--- src/rtl/serial_addsub_engine_if.sv ---
// Handshake/operand bundle for serial_addsub_engine; master drives start and operands, slave returns result.
// Optional acc_sas_i exists only when SAS_ACCUM_EN is defined.
interface serial_addsub_engine_if #(
  parameter int WIDTH = 8
);
`ifdef SAS_ACCUM_EN
  logic             acc_sas_i;
`endif
  logic             start_sas_i;
  logic             mode_sas_i;
  logic [WIDTH-1:0] a_sas_i;
  logic [WIDTH-1:0] b_sas_i;
  logic             busy_sas_o;
  logic             done_sas_o;
  logic [WIDTH:0]   final_sum_o;
  logic             ovf_sas_o;

  modport master (
`ifdef SAS_ACCUM_EN
    output acc_sas_i,
`endif
    output start_sas_i, mode_sas_i, a_sas_i, b_sas_i,
    input  busy_sas_o, done_sas_o, final_sum_o, ovf_sas_o
  );

  modport slave (
`ifdef SAS_ACCUM_EN
    input  acc_sas_i,
`endif
    input  start_sas_i, mode_sas_i, a_sas_i, b_sas_i,
    output busy_sas_o, done_sas_o, final_sum_o, ovf_sas_o
  );
endinterface

--- src/rtl/serial_addsub_engine.sv ---
// Digit-serial add/sub, LSD first; result after STEPS+1 edges, start ignored while busy (no queuing).
// SAS_ACCUM_EN adds acc_sas_i: B is taken from the previous result for chained accumulation.
module serial_addsub_engine #(
  parameter int WIDTH = 8,
  parameter int DIGIT = 1
) (
  input  logic                 clock_sas_i,
  input  logic                 reset_sas_i,
  serial_addsub_engine_if.slave sas
);
  localparam int STEPS = WIDTH / DIGIT;
  localparam int CNT_W = $clog2(STEPS) + 1;
  localparam logic [CNT_W-1:0] LAST_CNT = CNT_W'(STEPS - 1);

  typedef enum logic [1:0] {IDLE, RUN, DONE} state_t;

  state_t           state_q, state_d;
  logic             start_acc, last_step;
  logic [WIDTH-1:0] a_q, b_q, res_q, res_next, b_src;
  logic             mode_q, carry_q, ovf_q;
  logic [CNT_W-1:0] cnt_q;
  logic [WIDTH:0]   final_sum_q;
  logic [DIGIT-1:0] b_digit;
  logic [DIGIT:0]   dsum;
  logic             ovf_next;

  always_ff @(posedge clock_sas_i) begin
    if (reset_sas_i) state_q <= IDLE;
    else             state_q <= state_d;
  end

  always_comb begin
    state_d   = state_q;
    start_acc = 1'b0;
    last_step = 1'b0;
    case (state_q)
      IDLE: if (sas.start_sas_i) begin
        start_acc = 1'b1;
        state_d   = RUN;
      end
      RUN: if (cnt_q == LAST_CNT) begin
        last_step = 1'b1;
        state_d   = DONE;
      end
      DONE: begin
        start_acc = sas.start_sas_i;
        state_d   = sas.start_sas_i ? RUN : IDLE;
      end
      default: state_d = IDLE;
    endcase
  end

`ifdef SAS_ACCUM_EN
  assign b_src = sas.acc_sas_i ? final_sum_q[WIDTH-1:0] : sas.b_sas_i;
`else
  assign b_src = sas.b_sas_i;
`endif

  // Subtract is A + ~B + 1: the +1 comes from the carry preset to mode at capture.
  assign b_digit = b_q[DIGIT-1:0] ^ {DIGIT{mode_q}};
  assign dsum    = {1'b0, a_q[DIGIT-1:0]} + {1'b0, b_digit} + {{DIGIT{1'b0}}, carry_q};
  // Carry into the MSB is recovered from the MSB sum bit and its two inputs.
  assign ovf_next = dsum[DIGIT-1] ^ a_q[DIGIT-1] ^ b_digit[DIGIT-1] ^ dsum[DIGIT];

  generate
    if (DIGIT < WIDTH) begin : g_shift
      assign res_next = {dsum[DIGIT-1:0], res_q[WIDTH-1:DIGIT]};
    end else begin : g_whole
      assign res_next = dsum[DIGIT-1:0];
    end
  endgenerate

  always_ff @(posedge clock_sas_i) begin
    if (reset_sas_i) begin
      a_q         <= '0;
      b_q         <= '0;
      res_q       <= '0;
      mode_q      <= 1'b0;
      carry_q     <= 1'b0;
      cnt_q       <= '0;
      final_sum_q <= '0;
      ovf_q       <= 1'b0;
    end else if (start_acc) begin
      a_q     <= sas.a_sas_i;
      b_q     <= b_src;
      mode_q  <= sas.mode_sas_i;
      carry_q <= sas.mode_sas_i;
      res_q   <= '0;
      cnt_q   <= '0;
    end else if (state_q == RUN) begin
      a_q     <= a_q >> DIGIT;
      b_q     <= b_q >> DIGIT;
      res_q   <= res_next;
      carry_q <= dsum[DIGIT];
      cnt_q   <= cnt_q + CNT_W'(1);
      if (last_step) begin
        final_sum_q <= {dsum[DIGIT] ^ mode_q, res_next};
        ovf_q       <= ovf_next;
      end
    end
  end

  assign sas.busy_sas_o  = (state_q == RUN);
  assign sas.done_sas_o  = (state_q == DONE);
  assign sas.final_sum_o = final_sum_q;
  assign sas.ovf_sas_o   = ovf_q;
endmodule

--- src/flat_wrapper.sv ---
// flat-port wrapper written by rule: the top's interface ports become plain ports
module serial_addsub_engine_flat 
#(
  parameter int WIDTH = 8,
  parameter int DIGIT = 1
)
  (clock_sas_i, reset_sas_i, sas_start_sas_i, sas_mode_sas_i, sas_a_sas_i, sas_b_sas_i, sas_busy_sas_o, sas_done_sas_o, sas_final_sum_o, sas_ovf_sas_o);
  serial_addsub_engine_if #(.WIDTH(WIDTH)) sas_i ();
  input  logic clock_sas_i;
  input  logic reset_sas_i;
  input wire logic [$bits(sas_i.start_sas_i)-1:0] sas_start_sas_i;
  input wire logic [$bits(sas_i.mode_sas_i)-1:0] sas_mode_sas_i;
  input wire logic [$bits(sas_i.a_sas_i)-1:0] sas_a_sas_i;
  input wire logic [$bits(sas_i.b_sas_i)-1:0] sas_b_sas_i;
  output wire logic [$bits(sas_i.busy_sas_o)-1:0] sas_busy_sas_o;
  output wire logic [$bits(sas_i.done_sas_o)-1:0] sas_done_sas_o;
  output wire logic [$bits(sas_i.final_sum_o)-1:0] sas_final_sum_o;
  output wire logic [$bits(sas_i.ovf_sas_o)-1:0] sas_ovf_sas_o;
  assign sas_i.start_sas_i = sas_start_sas_i;
  assign sas_i.mode_sas_i = sas_mode_sas_i;
  assign sas_i.a_sas_i = sas_a_sas_i;
  assign sas_i.b_sas_i = sas_b_sas_i;
  assign sas_busy_sas_o = sas_i.busy_sas_o;
  assign sas_done_sas_o = sas_i.done_sas_o;
  assign sas_final_sum_o = sas_i.final_sum_o;
  assign sas_ovf_sas_o = sas_i.ovf_sas_o;
  serial_addsub_engine #(.WIDTH(WIDTH), .DIGIT(DIGIT)) u_core (.clock_sas_i(clock_sas_i), .reset_sas_i(reset_sas_i), .sas(sas_i));
endmodule
--- config.mk ---
export PLATFORM = sky130hd
export DESIGN_NAME = serial_addsub_engine_flat
export DESIGN_NICKNAME = d
export VERILOG_FILES = /design/src/rtl/serial_addsub_engine_if.sv /design/src/rtl/serial_addsub_engine.sv /design/src/flat_wrapper.sv
export SDC_FILE = /design/constraint.sdc
export NUM_CORES = 1
export LEC_CHECK = 0
export CAP_MARGIN = 25
export CELL_PAD_IN_SITES_DETAIL_PLACEMENT = 1
export CELL_PAD_IN_SITES_GLOBAL_PLACEMENT = 1
export CORE_ASPECT_RATIO = 2
export CORE_UTILIZATION = 34
export CTS_CLUSTER_DIAMETER = 40
export DETAILED_ROUTE_END_ITERATION = 10
export GPL_TIMING_DRIVEN = 1
export HOLD_SLACK_MARGIN = 0.06
export PLACE_DENSITY_LB_ADDON = 0.3
export SYNTH_ARGS = -nofsm -noshare
export SYNTH_HDL_FRONTEND = slang
export SYNTH_SLANG_ARGS = --single-unit
--- constraint.sdc ---
create_clock -name clock_sas_i -period 2.7 [get_ports clock_sas_i]
set_clock_uncertainty 0.1 [all_clocks]
set_input_delay 0.675 -clock clock_sas_i [delete_from_list [all_inputs] [get_ports clock_sas_i]]
set_output_delay 0.675 -clock clock_sas_i [all_outputs]
set_load 0.02 [all_outputs]
* Word-level counts from Yosys, hierarchy flattened *
Index checks and enable logic that the tools add are counted.

cells by class
  $add $sub $neg = 3
  eq/ne operators = 5
  mux-type cells = 14
  bitwise logic cells = 6
  reduce and logical (&&, ||, !) cells = 5

operators with widths
  operator             number
  $mux 8               4
  $mux 1               6
  $pmux 2 s3           1
  $xor 1x1->1          5
  $add 4x1->4 const B  1
  $eq 4x3->1 const B   1
  $mux 2               2
  $reduce_and 3->1     1
  $add 1x1->2          1
  $add 2x1->2          1
  $eq 2x1->1 const B   1
  $eq 2x2->1 const B   1
  $logic_not 2->1      1
  $ne 2x1->1 const B   1
  $ne 2x2->1 const B   1
  $pmux 1 s2           1
  $reduce_and 2->1     1
  $reduce_bool 2->1    1
  $reduce_or 2->1      1
  $not 1->1            1

storage, ports and cells
  flip-flop bits (word level) = 42
  bits of input ports = 20
  output and inout bits = 12
  word-level logic and storage cells = 42

* Depth between registers and ports, before layout *
Gate-level depths: netlist of run 1.

  depth in word-level cells = 6
  depth in mapped cells = 7
  depth with buffers taken out = 5

* Worst setup path after synthesis of run 1 *
No wires, ideal clock.

  path kind = flip-flop to output port
  from = reg u_core.state_q[0]
  to = out sas_busy_sas_o
  arrival time = 868 ps
  data required time = 1925 ps
  setup slack = 1057 ps
  cell stages (with the launch flop) = 6
  path buffers = 3
  path through = dfxtp_1 nand2b_1 buf_6 inv_4 buf_8 buf_6

between the ends
  cells in the longest elaborated chain, start to end = 1

RTL lines
  what                    RTL line                     source
  from (decl)             serial_addsub_engine.sv:17   state_t state_q, state_d;
  from (signal assigned)  serial_addsub_engine.sv:29   else state_q <= state_d;
  $eq 2x1->1              serial_addsub_engine.sv:103  assign sas.busy_sas_o = (state_q == RUN);
  to (decl)               flat_wrapper.sv:15           output wire logic [$bits(sas_i.busy_sas_o)-1:0] sas_busy_sas_o;

Every way passes these cells.

* Final worst setup path of run 1 *
Ends and elaborated chain as after synthesis.

==> results of run 1 <==
## metrics by stage
step | total power [mW] | hold slack (ns) | instance area [um^2] | cells | worst slack [ns]
finish | 1.273 | 0.3621 | 2153 | 278 | 0.3642
global route | 1.337 | 0.3915 | 2153 | 278 | 0.2910
CTS | 1.292 | 0.3640 | 2153 | 278 | 0.3132
detailed placement | 0.8514 | 0.3521 | 2052 | 270 | 0.5910
global placement | 0.8477 | 0.3478 | 2052 | 270 | 0.6087
floorplan | 0.7978 | 0.3366 | 1755 | 195 | 1.057
## cell usage after synthesis
cell,n,share of area
buf_2,8,0.023
and2b_1,1,0.0043
clkbuf_1,4,0.0086
mux2i_1,1,0.0057
a21oi_2,1,0.0050
inv_4,1,0.0036
o21ai_0,9,0.026
a211oi_2,1,0.0071
buf_8,2,0.017
or3_1,1,0.0036
xnor2_1,3,0.015
fa_1,1,0.011
and3b_1,1,0.0050
xnor3_1,1,0.013
o211ai_1,1,0.0043
nand3_2,1,0.0057
inv_1,2,0.0043
ha_1,2,0.014
a22oi_1,2,0.0086
nand3b_1,3,0.013
buf_6,2,0.013
nand2_1,27,0.058
a311oi_1,2,0.010
dfxtp_1,41,0.47
a21oi_1,23,0.066
nand2b_2,1,0.0050
nand2b_1,2,0.0071
nor2b_1,1,0.0036
nor2_1,9,0.019
nand3_1,11,0.031
buf_4,1,0.0043
xor2_1,1,0.0050
nor3_1,16,0.046
o22ai_1,7,0.025
a311oi_2,5,0.043
## cell type report
type | instances | area, um^2 | area share
clock buffers | 7 | 96.34 | 0.04474
repair buffers | 35 | 340.3 | 0.1580
clock inverters | 1 | 5.005 | 0.002324
well taps | 57 | 71.32 | 0.03312
multi-input cells | 134 | 805.8 | 0.3742
flip-flops and latches | 41 | 820.8 | 0.3812
inverters | 3 | 13.76 | 0.006392
## routing by layer
metal	wire, um	vias up
met1	1802	705
met5	0	-
met3	116	5
met2	2169	23
li1	-	735
met4	50	0
## state kept, by name, indices dropped and copies added (netlist names)
name / flops
u_core.sas.final_sum_o: 9
u_core.state_q: 2
u_core.a_q: 8
u_core.sas.ovf_sas_o: 1
u_core.carry_q: 1
u_core.cnt_q: 4
u_core.res_q: 7
u_core.b_q: 8
u_core.mode_q: 1
## worst min-delay path: cells and delay by family (launching register included)
kind / cells / cell delay, ns
AND/OR/NAND/NOR: 1 / 0.05
AO/OA/AOI/OAI: 1 / 0.05
flip-flops: 1 / 0.32
## path summary, 6_finish.rpt
kind                                       start                      endpoint  slack, ns  depth (start not counted)
setup / recovery  u_core.state_q[0]$_SDFFE_PP0P_                sas_busy_sas_o       0.36                          3
hold / removal      u_core.res_q[1]$_SDFFE_PP0P_  u_core.res_q[1]$_SDFFE_PP0P_       0.36                          2
setup reg to reg  u_core.state_q[0]$_SDFFE_PP0P_    u_core.b_q[6]$_SDFFE_PP0P_       1.09                          5
hold reg to reg     u_core.res_q[1]$_SDFFE_PP0P_  u_core.res_q[1]$_SDFFE_PP0P_       0.36                          2
## logic make-up after synthesis
family	count (synthesis)	share of synthesized area
and+or+nand+nor	74	0.2010
AOI/OAI and AO/OA	51	0.1939
DFF	41	0.4676
buffers and inverters	20	0.07342
xor gates and xnor gates	5	0.03279
adders and majority gates	3	0.02566
muxes	1	0.005702
## power breakdown
group / total [mW] / internal [mW] / leakage (nW) / switching [mW]
Sequential: 0.651 / 0.632 / 0.335 / 0.0190
Clock: 0.440 / 0.231 / 0.0542 / 0.208
Combinational: 0.182 / 0.0848 / 0.339 / 0.0976
==> impl_metrics.yaml, run 1 <==
finish:
  mostFrequentLayoutCell: "dfxtp_1"
  area_growth_pct: 22.67
  layout_common_cells: "dfxtp_1 (41), clkdlybuf4s50_1 (31), nand2_1 (27)"
  fill_cells: 590
  drive_gt1_frac: 0.09955
  utilization: 0.4386
  n_antenna_cell: 0
  fin_nets: 243
timing:
  period_minus_slack_ns: 2.336
  timing.fmax_mhz: 428.1
  finalHoldViolCount: 0
  setup_tns_ns: 0
  slew_violations: 0
  timing.final.crit_share: 0.8651
  rsz0062_at_grt: "no"
  tightestPinTransition_ns: 0.4791
  slew_headroom: 0.6806
  setup_viol: 0
floorplan:
  ios: 32
  core-area_um2: 4910
  die_h_um: 103.6
  rows: 36
  die_w_um: 52.81
  die_area_um2: 5472
  initial_core_util: 0.3575
clock_tree:
  cts_buffers: 5
  root_buffer: "clkbuf_8"
  hold_buffers: 0
  cts.repair.resized: 0
  postCtsSetupRepairBufs: 0
  clock-sinks: 41
  cts_buffer_depth: 2
  insertion_delay_ns: 0.29
  h-tree-depth: 2
  clk_pin_slew_worst_paths_ns: 0.08
  cts_tree: "done"
placement:
  dp_hpwl_mm: 2.775
  place_congestion: 0.6975
  port_buffers: 31
critical_path:
  critPathLaunchType: "flip-flop"
  cp_top_family: "buffers and inverters"
  crit_slowest_cell: "clkdlybuf4s50_1"
  critPathMaxStageDelay_ns: 0.59
  end_kind: "primary output"
  cp_max_fo: 6
  crit_buf_inv: 2
  required_ns: 1.92
  crit_arrival_ns: 1.56
  cp_cell_sequence: "nand2b_1, inv_4, clkdlybuf4s50_1"
  criticalPathCategory: "flip-flop to primary output"
synthesis:
  syn_inst: 195
  synth_seq_cells: 41
  yosys_warnings: 0
  yosysSeqAreaShare: 0.4676
  synthesis.area_um2: 1755
  synth_nets: 218
  post_synth.cell_area_avg_um2: 9.002
  ys_types: 35
detailed_routing:
  final_antenna_net_count: 0
  routed_wl_mm: 4.139
  wire_per_inst_um: 14.89
  drt_iter0_drc: 14
  via_per_inst: 5.281
  drc_errors: 0
  num_vias: 1468
  detail_route.first_pass.iterations: 4
global_routing:
  grt_usage: 0.1692
  use_met2: 0.2929
  gr-max-usage-layer: "met2"
  grt_first_pass_wirelength_mm: 6.975
  grt_max_degree: 38
  grt_pass1_vias: 1498
  antenna_found_initial: 0
  grt_util_met3: 0.03524
  overflow: 0
  use_met1: 0.1962
worst_hold_path:
  hold_path_class: "flip-flop to flip-flop"
power_and_ir_drop:
  leakage_nw: 0.7277
  cellPowerDensity_nw_per_um2: 591.2
  ir_drop_mv: 0.3613
job:
  maxCapViolCount: 0
run_status:
  status: "finished, final reports clean"
(Power assumes the default switching activity.)
==> run 2, diff against run 1 <==
==> constraint.sdc (replaced) <==
create_clock -name clock_sas_i -period 2.46 [get_ports clock_sas_i]
set_clock_uncertainty 0.1 [all_clocks]
set_input_delay 0.615 -clock clock_sas_i [delete_from_list [all_inputs] [get_ports clock_sas_i]]
set_output_delay 0.615 -clock clock_sas_i [all_outputs]
set_load 0.02 [all_outputs]
==> impl_metrics.yaml, run 2 (synthesized netlist as in run 1, its figures left out) <==
run_status:
  status: "finished, final reports clean"
clock_tree:
  clock-sinks: 41
  cts_buffers: 5
  insertion_delay_ns: 0.29
  clk_pin_slew_worst_paths_ns: 0.07
  cts.repair.resized: 0
  cts_buffer_depth: 2
  postCtsSetupRepairBufs: 0
  h-tree-depth: 2
  root_buffer: "clkbuf_8"
  cts_tree: "done"
  hold_buffers: 0
finish:
  fin_nets: 245
  n_antenna_cell: 0
  fill_cells: 586
  utilization: 0.4386
  layout_common_cells: "dfxtp_1 (41), clkdlybuf4s50_1 (31), nand2_1 (27)"
  final_cell_count_no_fill: 279
  seqCellArea_um2: 820.8
  largest_register_ff_count: 9
  multiInputGateArea_um2: 805.8
  mostFrequentLayoutCell: "dfxtp_1"
  drive_gt1_frac: 0.09910
  area_growth_pct: 22.67
global_routing:
  grt_pass1_vias: 1526
  grt_usage: 0.1738
  overflow: 0
  grt_max_degree: 38
  grt_first_pass_wirelength_mm: 7.155
  antenna_found_initial: 0
worst_hold_path:
  hold_path_class: "flip-flop to flip-flop"
floorplan:
  die_area_um2: 5472
  die_w_um: 52.81
  ios: 32
  rows: 36
  core-area_um2: 4910
  die_h_um: 103.6
  initial_core_util: 0.3575
placement:
  dp_cells: 272
  place_congestion: 0.7310
  dp_hpwl_mm: 2.910
  port_buffers: 31
power_and_ir_drop:
  ir_drop_mv: 0.3966
  cellPowerDensity_nw_per_um2: 633.8
  leakage_nw: 0.7277
  finalPower_mw: 1.365
timing:
  setup_tns_ns: 0
  tightestPinTransition_ns: 0.4885
  period_minus_slack_ns: 2.238
  whs_ns: 0.3787
  rsz0062_at_grt: "no"
  setup_viol: 0
  timing.fmax_mhz: 446.9
  slew_headroom: 0.6743
  slew_violations: 0
  timing.final.crit_share: 0.9097
  finalHoldViolCount: 0
detailed_routing:
  wire_per_inst_um: 15.33
  drt_iter0_drc: 28
  detail_route.first_pass.iterations: 4
  drc_errors: 0
  via_per_inst: 5.308
  final_antenna_net_count: 0
  num_vias: 1481
  routed_wl_mm: 4.276
critical_path:
  criticalPathCategory: "flip-flop to primary output"
  crit_arrival_ns: 1.52
  cp_cell_sequence: "nand2b_1, inv_4, clkdlybuf4s50_1"
  crit_buf_inv: 2
  cp_max_fo: 4
  critPathMaxStageDelay_ns: 0.60
  critPathLaunchType: "flip-flop"
  cp_top_family: "buffers and inverters"
  end_kind: "primary output"
  required_ns: 1.75
  crit_slowest_cell: "clkdlybuf4s50_1"
job:
  maxCapViolCount: 0
==> run 2: cell count changes in the layout (fill, tap and decap cells not counted), sizes merged <==
cell | previous run | this run
buf | 4 | 6
clkinv | 1 | 0
==> run 2: through the flow <==
step                      instance area, um^2  worst slack (ns)
after detailed placement                 2067            0.2841
final                                    2153            0.2222
after CTS                                2153            0.1991
after floorplan                          1755            0.8769
after global routing                     2153            0.1635
after global placement                   2067            0.3389
==> run 2: final cells by class <==
| cell class | instances | area share |
|---|---|---|
| Sequential cell | 41 | 0.3812 |
| Multi-Input combinational cell | 134 | 0.3742 |
| Timing Repair Buffer | 37 | 0.1650 |
| Clock buffer | 7 | 0.04009 |
| Tap cell | 57 | 0.03312 |
| Inverter | 3 | 0.006392 |
==> run 2: final timing paths <==
kind | startpoint | to | slack, ns | cells past startpoint
worst min-delay path | u_core.b_q[7]$_SDFFE_PP0P_ | u_core.b_q[7]$_SDFFE_PP0P_ | 0.38 | 2
worst max register to register | u_core.state_q[0]$_SDFFE_PP0P_ | u_core.res_q[7]$_SDFFE_PP0P_ | 0.85 | 4
worst min register to register | u_core.b_q[7]$_SDFFE_PP0P_ | u_core.b_q[7]$_SDFFE_PP0P_ | 0.38 | 2
worst max-delay path | u_core.state_q[1]$_SDFFE_PP0P_ | sas_busy_sas_o | 0.22 | 3
==> run 2: routing by layer <==
layer / GRT usage / up-vias / share of wire
met5: 0 / - / 0
met4: 0.06767 / 0 / 0.018
met3: 0.03231 / 6 / 0.029
met2: 0.2920 / 27 / 0.52
met1: 0.2083 / 718 / 0.43
li1: - / 730 / -
==> run 2: power by group <==
part           switching, mW  leakage, nW  internal [mW]  total (mW)
Clock                  0.222       0.0443          0.223       0.444
Sequential            0.0187        0.335          0.694       0.713
Combinational          0.112        0.349         0.0961       0.208
==> run 2: worst reg2reg max path, stage by stage, from the launching register on <==
cell and delay, ns:
dfxtp_1 0.33, buf_4 0.14, nand2b_2 0.35, nand2b_1 0.33, a211oi_2 0.28
==> run 3, diff against run 2 <==
--- a/config.mk
+++ b/config.mk
@@ -12,9 +12,11 @@
 export CORE_UTILIZATION = 34
 export CTS_CLUSTER_DIAMETER = 40
 export DETAILED_ROUTE_END_ITERATION = 10
+export DONT_BUFFER_PORTS = 1
 export GPL_TIMING_DRIVEN = 1
 export HOLD_SLACK_MARGIN = 0.06
 export PLACE_DENSITY_LB_ADDON = 0.3
+export SETUP_SLACK_MARGIN = 0.05
 export SYNTH_ARGS = -nofsm -noshare
 export SYNTH_HDL_FRONTEND = slang
 export SYNTH_SLANG_ARGS = --single-unit
==> impl_metrics.yaml, run 3 (synthesized netlist as in run 1, its figures left out) <==
critical_path:
  crit_arrival_ns: 1.21
  path_depth: 2
  critPathLaunchType: "flip-flop"
  critPathMaxStageDelay_ns: 0.41
  required_ns: 1.75
  criticalPathCategory: "flip-flop to primary output"
  cp_top_family: "flip-flops"
  r2r_slack_ns: 0.71
  crit_buf_inv: 1
  cp_cell_sequence: "nand2b_1, inv_4"
  crit_slowest_cell: "dfxtp_1"
  cp_max_fo: 38
  end_kind: "primary output"
  rr_worst_depth: 3
timing:
  setup_tns_ns: 0
  slew_headroom: 0.6457
  whs_ns: 0.2761
  timing.final.crit_share: 0.7836
  rsz0062_at_grt: "no"
  period_minus_slack_ns: 1.928
  tightestPinTransition_ns: 0.5314
  slew_violations: 0
  finalHoldViolCount: 0
  setup_viol: 0
  timing.fmax_mhz: 518.8
worst_hold_path:
  min_path_cells: 1
  hold_path_class: "primary input to flip-flop"
finish:
  layout_common_cells: "dfxtp_1 (41), nand2_1 (27), a21oi_1 (23)"
  area_growth_pct: 5.560
  fill_cells: 593
  final_cell_count_no_fill: 244
  mostFrequentLayoutCell: "dfxtp_1"
  drive_gt1_frac: 0.1016
  largest_register_ff_count: 9
  fin_nets: 209
  n_antenna_cell: 0
  multiInputGateArea_um2: 805.8
  fin_area_um2: 1853
  seqCellArea_um2: 820.8
clock_tree:
  hold_buffers: 0
  cts.repair.resized: 0
  insertion_delay_ns: 0.30
  clk_pin_slew_worst_paths_ns: 0.08
  postCtsSetupRepairBufs: 0
  clock-sinks: 41
  cts_tree: "done"
  h-tree-depth: 2
  root_buffer: "clkbuf_8"
  cts_buffer_depth: 2
  cts_buffers: 5
detailed_routing:
  routed_wl_mm: 4.204
  num_vias: 1380
  wire_per_inst_um: 17.23
  detail_route.first_pass.iterations: 4
  via_per_inst: 5.656
  drc_errors: 0
  final_antenna_net_count: 0
  drt_iter0_drc: 35
placement:
  dp_cells: 236
  placed_area_um2: 1719
  dp_hpwl_mm: 2.829
  port_buffers: 0
  place_congestion: 0.7021
power_and_ir_drop:
  cellPowerDensity_nw_per_um2: 810.3
  ir_drop_mv: 0.5535
  leakage_nw: 0.6118
floorplan:
  die_h_um: 103.6
  ios: 32
  core-area_um2: 4910
  rows: 36
  die_w_um: 52.81
  die_area_um2: 5472
  initial_core_util: 0.3575
global_routing:
  grt_usage: 0.1721
  grt_first_pass_wirelength_mm: 6.893
  antenna_found_initial: 0
  overflow: 0
  grt_max_degree: 39
  grt_pass1_vias: 1461
run_status:
  status: "finished, final reports clean"
job:
  maxCapViolCount: 0
[run 3: metrics by stage]
stage / worst slack (ns) / utilization / total power, mW
2_1_floorplan: 0.8769 / - / 0.8757
3_3_place_gp: 0.6788 / 0.3502 / 0.8776
3_5_place_dp: 0.5667 / 0.3502 / 0.8871
4_1_cts: 0.5208 / 0.3774 / 1.522
5_1_grt: 0.4473 / 0.3774 / 1.562
6_report: 0.5324 / 0.3774 / 1.502
[run 3: per-layer routing]
layer | routed length, um | GRT usage
met4 | 117 | 0.08647
met1 | 1555 | 0.1792
met5 | 0 | 0
met2 | 2340 | 0.3002
met3 | 191 | 0.04258
[run 3: final timing paths]
path,start,endpoint
hold / removal,reset_sas_i,u_core.sas.final_sum_o[3]$_SDFFE_PP0P_
setup reg to reg,u_core.state_q[0]$_SDFFE_PP0P_,u_core.res_q[7]$_SDFFE_PP0P_
setup / recovery,u_core.state_q[0]$_SDFFE_PP0P_,sas_busy_sas_o
hold reg to reg,u_core.b_q[2]$_SDFFE_PP0P_,u_core.b_q[2]$_SDFFE_PP0P_
[run 3: final cells by class]
| type | count | share of cell area |
|---|---|---|
| flip-flops and latches | 41 | 0.4429 |
| multi-input cells | 134 | 0.4348 |
| well taps | 57 | 0.03849 |
| clock buffers | 5 | 0.03714 |
| clock inverters | 3 | 0.03511 |
| inverters | 3 | 0.007427 |
| repair buffers | 1 | 0.004051 |
[run 3: power by group]
| part | switching, mW | internal (mW) |
|---|---|---|
| clock | 0.229 | 0.403 |
| combinational | 0.0946 | 0.0607 |
| sequential | 0.0200 | 0.694 |
